===== src/rtl/vga_char_pipe.sv =====
// Text-mode pixel pipeline: scans the 80x30 text/colour RAMs, fetches 8x16 glyphs from the font ROM
// and serialises them into registered IRGB pixels with a blinking underline cursor and aligned sync.
module vga_char_pipe #(
  parameter int unsigned H_LAST   = 799,
  parameter int unsigned COLS     = 80,
  parameter int unsigned V_FRAME  = 480,
  parameter int unsigned CUR_ROW0 = 14
) (
  input  logic        clk,
  input  logic        rst,
  input  logic [9:0]  hx,
  input  logic [9:0]  vy,
  input  logic        n_pixel_ena,
  input  logic        hsync_in,
  input  logic        vsync_in,
  output logic [11:0] vram_addr,
  input  logic [7:0]  text_d,
  input  logic [7:0]  color_d,
  output logic [11:0] font_addr,
  input  logic [7:0]  font_d,
  input  logic        cursor_en,
  input  logic [6:0]  cursor_col,
  input  logic [4:0]  cursor_row,
  output logic [3:0]  vga_irgb,
  output logic        vga_hsync,
  output logic        vga_vsync
);

  localparam logic [9:0] H_LAST_C    = 10'(H_LAST);
  localparam logic [9:0] V_FRAME_C   = 10'(V_FRAME);
  localparam logic [9:0] ADV_LIMIT_C = 10'((COLS - 1) * 8);
  localparam logic [3:0] CUR_ROW0_C  = 4'(CUR_ROW0);

  logic [4:0]  row_r;
  logic [3:0]  scan_r;
  logic [6:0]  col_a_r;
  logic [11:0] vram_addr_r;
  logic [7:0]  char_q_r;
  logic [7:0]  attr_q_r;
  logic [6:0]  col_q_r;
  logic [7:0]  attr_cur_r;
  logic [7:0]  shift_r;
  logic [3:0]  pix_r;
  logic [4:0]  frame_cnt_r;
  logic [3:0]  vga_irgb_r;
  logic        vga_hsync_r;
  logic        vga_vsync_r;
  logic        hit_s;

  // Line setup seeds the row base as row*64 + row*16; afterwards the address steps once per 8-pixel cell.
  always_ff @(posedge clk) begin
    if (rst) begin
      row_r       <= 5'd0;
      scan_r      <= 4'd0;
      col_a_r     <= 7'd0;
      vram_addr_r <= 12'd0;
    end else if (hx == H_LAST_C) begin
      row_r       <= vy[8:4];
      scan_r      <= vy[3:0];
      col_a_r     <= 7'd0;
      vram_addr_r <= {1'b0, vy[8:4], 6'b000000} + {3'b000, vy[8:4], 4'b0000};
    end else if ((hx[2:0] == 3'd7) && (hx < ADV_LIMIT_C)) begin
      vram_addr_r <= vram_addr_r + 12'd1;
      col_a_r     <= col_a_r + 7'd1;
    end
  end

  // Stage 1: capture character and attribute mid-cell, once the RAM address has settled.
  always_ff @(posedge clk) begin
    if (rst) begin
      char_q_r <= 8'd0;
      attr_q_r <= 8'd0;
      col_q_r  <= 7'd0;
    end else if (hx[2:0] == 3'd3) begin
      char_q_r <= text_d;
      attr_q_r <= color_d;
      col_q_r  <= col_a_r;
    end
  end

  // Cursor hit for the cell currently in stage 1.
  always_comb begin
    hit_s = 1'b0;
    if (cursor_en && frame_cnt_r[4] && (col_q_r == cursor_col) &&
        (row_r == cursor_row) && (scan_r >= CUR_ROW0_C)) begin
      hit_s = 1'b1;
    end else begin
      hit_s = 1'b0;
    end
  end

  // Stage 2 and serialiser: the load edge also captures the last bit of the previous glyph into pix.
  always_ff @(posedge clk) begin
    if (rst) begin
      shift_r    <= 8'd0;
      attr_cur_r <= 8'd0;
      pix_r      <= 4'd0;
    end else begin
      if (hx[2:0] == 3'd6) begin
        shift_r    <= font_d | {8{hit_s}};
        attr_cur_r <= attr_q_r;
      end else begin
        shift_r <= {shift_r[6:0], 1'b0};
      end
      pix_r <= shift_r[7] ? attr_cur_r[3:0] : attr_cur_r[7:4];
    end
  end

  // Blink timebase: advances once per frame on the first blank line.
  always_ff @(posedge clk) begin
    if (rst) begin
      frame_cnt_r <= 5'd0;
    end else if ((hx == H_LAST_C) && (vy == V_FRAME_C)) begin
      frame_cnt_r <= frame_cnt_r + 5'd1;
    end
  end

  // Output registers: blanking and sync share one cycle of delay so they stay aligned.
  always_ff @(posedge clk) begin
    if (rst) begin
      vga_irgb_r  <= 4'd0;
      vga_hsync_r <= 1'b1;
      vga_vsync_r <= 1'b1;
    end else begin
      vga_irgb_r  <= n_pixel_ena ? 4'd0 : pix_r;
      vga_hsync_r <= hsync_in;
      vga_vsync_r <= vsync_in;
    end
  end

  assign vram_addr = vram_addr_r;
  assign font_addr = {char_q_r, scan_r};
  assign vga_irgb  = vga_irgb_r;
  assign vga_hsync = vga_hsync_r;
  assign vga_vsync = vga_vsync_r;

endmodule


===== config.mk =====
export PLATFORM = sky130hd
export DESIGN_NAME = vga_char_pipe
export DESIGN_NICKNAME = d
export VERILOG_FILES = /design/src/rtl/vga_char_pipe.sv
export SDC_FILE = /design/constraint.sdc
export NUM_CORES = 1
export LEC_CHECK = 0
export ABC_CLOCK_PERIOD_IN_PS = 5650
export BUFFER_PORTS_ARGS = -buffer_cell sky130_fd_sc_hd__clkbuf_2
export CAP_MARGIN = 25
export CORE_MARGIN = 4
export CORE_UTILIZATION = 30
export DETAILED_ROUTE_END_ITERATION = 8
export GPL_TIMING_DRIVEN = 0
export HOLD_SLACK_MARGIN = 0.15
export MAX_ROUTING_LAYER = met4
export PLACE_DENSITY = 0.61
export SYNTH_ARGS = -nofsm -noshare
export SYNTH_HDL_FRONTEND = slang
export SYNTH_SLANG_ARGS = --single-unit

===== constraint.sdc =====
create_clock -name clk -period 5.65 [get_ports clk]
set_input_delay 1.13 -clock clk [delete_from_list [all_inputs] [get_ports clk]]
set_output_delay 1.13 -clock clk [all_outputs]
set_load 0.02 [all_outputs]

==> impl_metrics.csv <==
group,metric,value,unit
setup_path,path_class,"primary input to register",
hold_path,min_from,"pix_r[1]",
logic_synthesis,avgSynthCellArea,8.38,sq um
logic_synthesis,synth_top_area_frac,0.475,
clocking,ctsResizeCount,0,
sta,fmax,391,MHz
logic_synthesis,synth-edff-count,0,
placement,dpl.cell_count,644,
cells_and_area,design_area,4400,sq um
setup_path,reg2regPathDepth,6,
global_routing,grt_util_met3,0.0300,
cells_and_area,area_growth_syn_to_layout,27.1,%
setup_path,crit_family,"simple AND/OR/NAND/NOR gates",
setup_path,r2r-start,"scan_r[3]",
clocking,post_cts_buffers,0,
global_routing,grt_pass1_vias,3023,
placement,gp_congestion,0.873,
floorplanning,die_w,115,um
setup_path,crit_buf_inv,2,
routing,drtIter0Drc,122,
placement,dpl_cell_area,4100,sq um
global_routing,met2_usage,0.226,
clocking,clk_latency,0.34,ns
hold_path,hold_path_class,"register to register",
setup_path,slowest_stage,"nor4_1",
floorplanning,rows,38,
job,max_cap_viol_count,0,
global_routing,grt_usage,0.149,
logic_synthesis,synth_cells,413,
cells_and_area,antenna_cells,0,
routing,via_count,3066,
sta,rsz0062_at_grt,"no",
global_routing,grt_first_pass_wirelength,15.0,mm
sta,fin_crit_sh,0.452,
sta,maxSlewViolCount,0,
global_routing,grt-busiest-layer,"met2",
logic_synthesis,synth.distinct_cells,32,
sta,setup_viol_count_final,0,
setup_path,crit_required,5.89,ns
setup_path,cp-end-kind,"register",
power,power_density,289,nW/um^2
sta,fin_setup_tns,0,ns
setup_path,r2r_setup_slack,3.59,ns
cells_and_area,nFillCells,1159,
clocking,cts_tree,"built",
setup_path,crit_top_cell,"nor3_1",
logic_synthesis,yosysTopAreaCell,"dfxtp_1",
placement,dpl.hpwl,7.10,mm
setup_path,start_kind,"primary input",
floorplanning,core,11100,sq um
logic_synthesis,synth_area,3460,sq um
setup_path,cpPeakStageDelay,0.62,ns
hold_path,min_to,"vga_irgb[1]",
cells_and_area,layout_commonest_cell,"nand2_1",
logic_synthesis,yosys_warnings,0,
logic_synthesis,synthTopCellsByArea,"dfxtp_1, nand2_1, a21oi_1, xnor2_1, nor2_1",
clocking,root_buffer,"clkbuf_16",
logic_synthesis,synth_flop_cell,"dfxtp_1",
routing,first_pass_iters,4,
logic_synthesis,syn-num-nets,482,
logic_synthesis,yosysSeqAreaShare,0.475,
routing,ant_nets,0,
global_routing,overflow,0,
placement,portBuffers,90,
cells_and_area,layout_common_cells,"nand2_1, clkbuf_2, dfxtp_1, a21oi_1, nor2_1",
logic_synthesis,async_flop_share,0,
sta,layout_min_cycle_time,2.56,ns
cells_and_area,multi_input_area,1690,sq um
cells_and_area,fin_cells,660,
power,finalPower,1.27,mW
floorplanning,initial_core_util,0.312,
global_routing,met1_usage,0.202,
setup_path,critical_path_arrival,2.79,ns
routing,drc_errors,0,
floorplanning,pin_count,92,
global_routing,grt_max_degree,16,
sta,worstMarginPinSlew,0.679,ns
clocking,clkTransAtPathRegs,0.06,ns
routing,wl,9.22,mm
power,ir_worst_vdd,153,uV
setup_path,crit_path_cell_trace,"clkbuf_2 > xnor2_1 > nand4_1 > nor4_1 > clkdlybuf4s18_2 > nor3_1 > nor3_1",
setup_path,r2r-end,"shift_r[7]",
outcome,status,"finished, final reports clean",
clocking,cts_max_path_buffers,2,
cells_and_area,layout.nets,584,
cells_and_area,register_area,1640,sq um
global_routing,antenna_found_initial,0,
clocking,cts_inserted_buffers,9,
floorplanning,die_y,115,um
cells_and_area,drive_above_1_share,0.244,
sta,hold_viol,0,
routing,routedWlPerCell,14.0,um
sta,clock_skew,0.00950,ns
clocking,cts_sinks,82,
power,p_leak,1.69,nW
sta,holdWs,0.429,ns
routing,detail_route.vias_per_cell,4.65,
clocking,htreeDepth,3,
sta,relSlewSlack,0.543,
clocking,cts_hold_buf,0,
setup_path,path_max_fanout,7,
floorplanning,die_area,13300,sq um
hold_path,holdPathStages,1,
logic_synthesis,ys_seq_elements,82,
where the power goes:
| part | total (mW) | internal, mW | switching, mW |
|---|---|---|---|
| Combinational | 0.0905 | 0.0373 | 0.0532 |
| Clock | 0.589 | 0.345 | 0.245 |
| Sequential | 0.591 | 0.586 | 0.00414 |
| Total | 1.27 | 0.968 | 0.302 |
cell type report:
cell class	count	area share
repair buffers	91	0.105
clock inverters	7	0.0176
plain buffers	24	0.0262
well taps	140	0.0398
clock buffers	9	0.0512
flip-flops and latches	82	0.373
inverters	3	0.00256
multi-input cells	304	0.385
registers in the layout, summed over array words and instances (netlist names), 5 cells and up:
| register | flops |
|---|---|
| attr_q_r | 8 |
| vram_addr | 12 |
| char_q_r | 8 |
| row_r | 5 |
| attr_cur_r | 8 |
| frame_cnt_r | 5 |
| col_a_r | 7 |
| shift_r | 8 |
| col_q_r | 7 |
cells by family (layout without fill, tap and decap cells):
| group | Yosys count | in the layout | share of synthesized area |
|---|---|---|---|
| simple gates | 198 | 198 | 0.256 |
| flops | 82 | 82 | 0.475 |
| compound gates | 61 | 61 | 0.108 |
| xor+xnor | 34 | 34 | 0.0861 |
| buf+inv | 27 | 134 | 0.0365 |
| fa+ha+maj | 7 | 7 | 0.0275 |
| mux | 4 | 4 | 0.0116 |
worst max path at each step:
stage	cells past startpoint	startpoint	end	slack (ns)
2_1_floorplan	6	hx[5]	vram_addr[10]	3.05
3_3_place_gp	6	cursor_col[4]	shift_r[7]	2.49
3_5_place_dp	7	cursor_col[4]	shift_r[7]	2.74
4_1_cts	7	cursor_col[4]	shift_r[7]	3.07
5_1_grt	7	cursor_col[4]	shift_r[7]	2.98
6_report	7	cursor_col[4]	shift_r[7]	3.09
per-stage QoR:
stage	setup WS [ns]	util
after floorplan	3.05	-
after global placement	2.49	0.369
after detailed placement	2.74	0.370
after CTS	3.07	0.397
after global routing	2.98	0.397
final	3.09	0.397
synth_stat cells (2+ instances only):
library cell  number
a211oi_2           6
a21o_1             2
a21oi_1           46
and2_1             4
and3_1             5
buf_2              2
buf_6              3
clkbuf_1          19
dfxtp_1           82
ha_1               6
inv_1              3
mux2i_1            4
nand2_1           98
nand3_1            9
nand4_1            8
nor2_1            35
nor3_1            21
nor4_1             4
o21ai_0            4
or2_2              6
or3_1              3
xnor2_1           24
xor2_1            10
metal layers:
metal,vias up,wire length [um]
met4,0,54
met5,-,0
met2,80,4220
met3,2,482
li1,1587,-
met1,1397,4460
(Power assumes the default switching activity.)
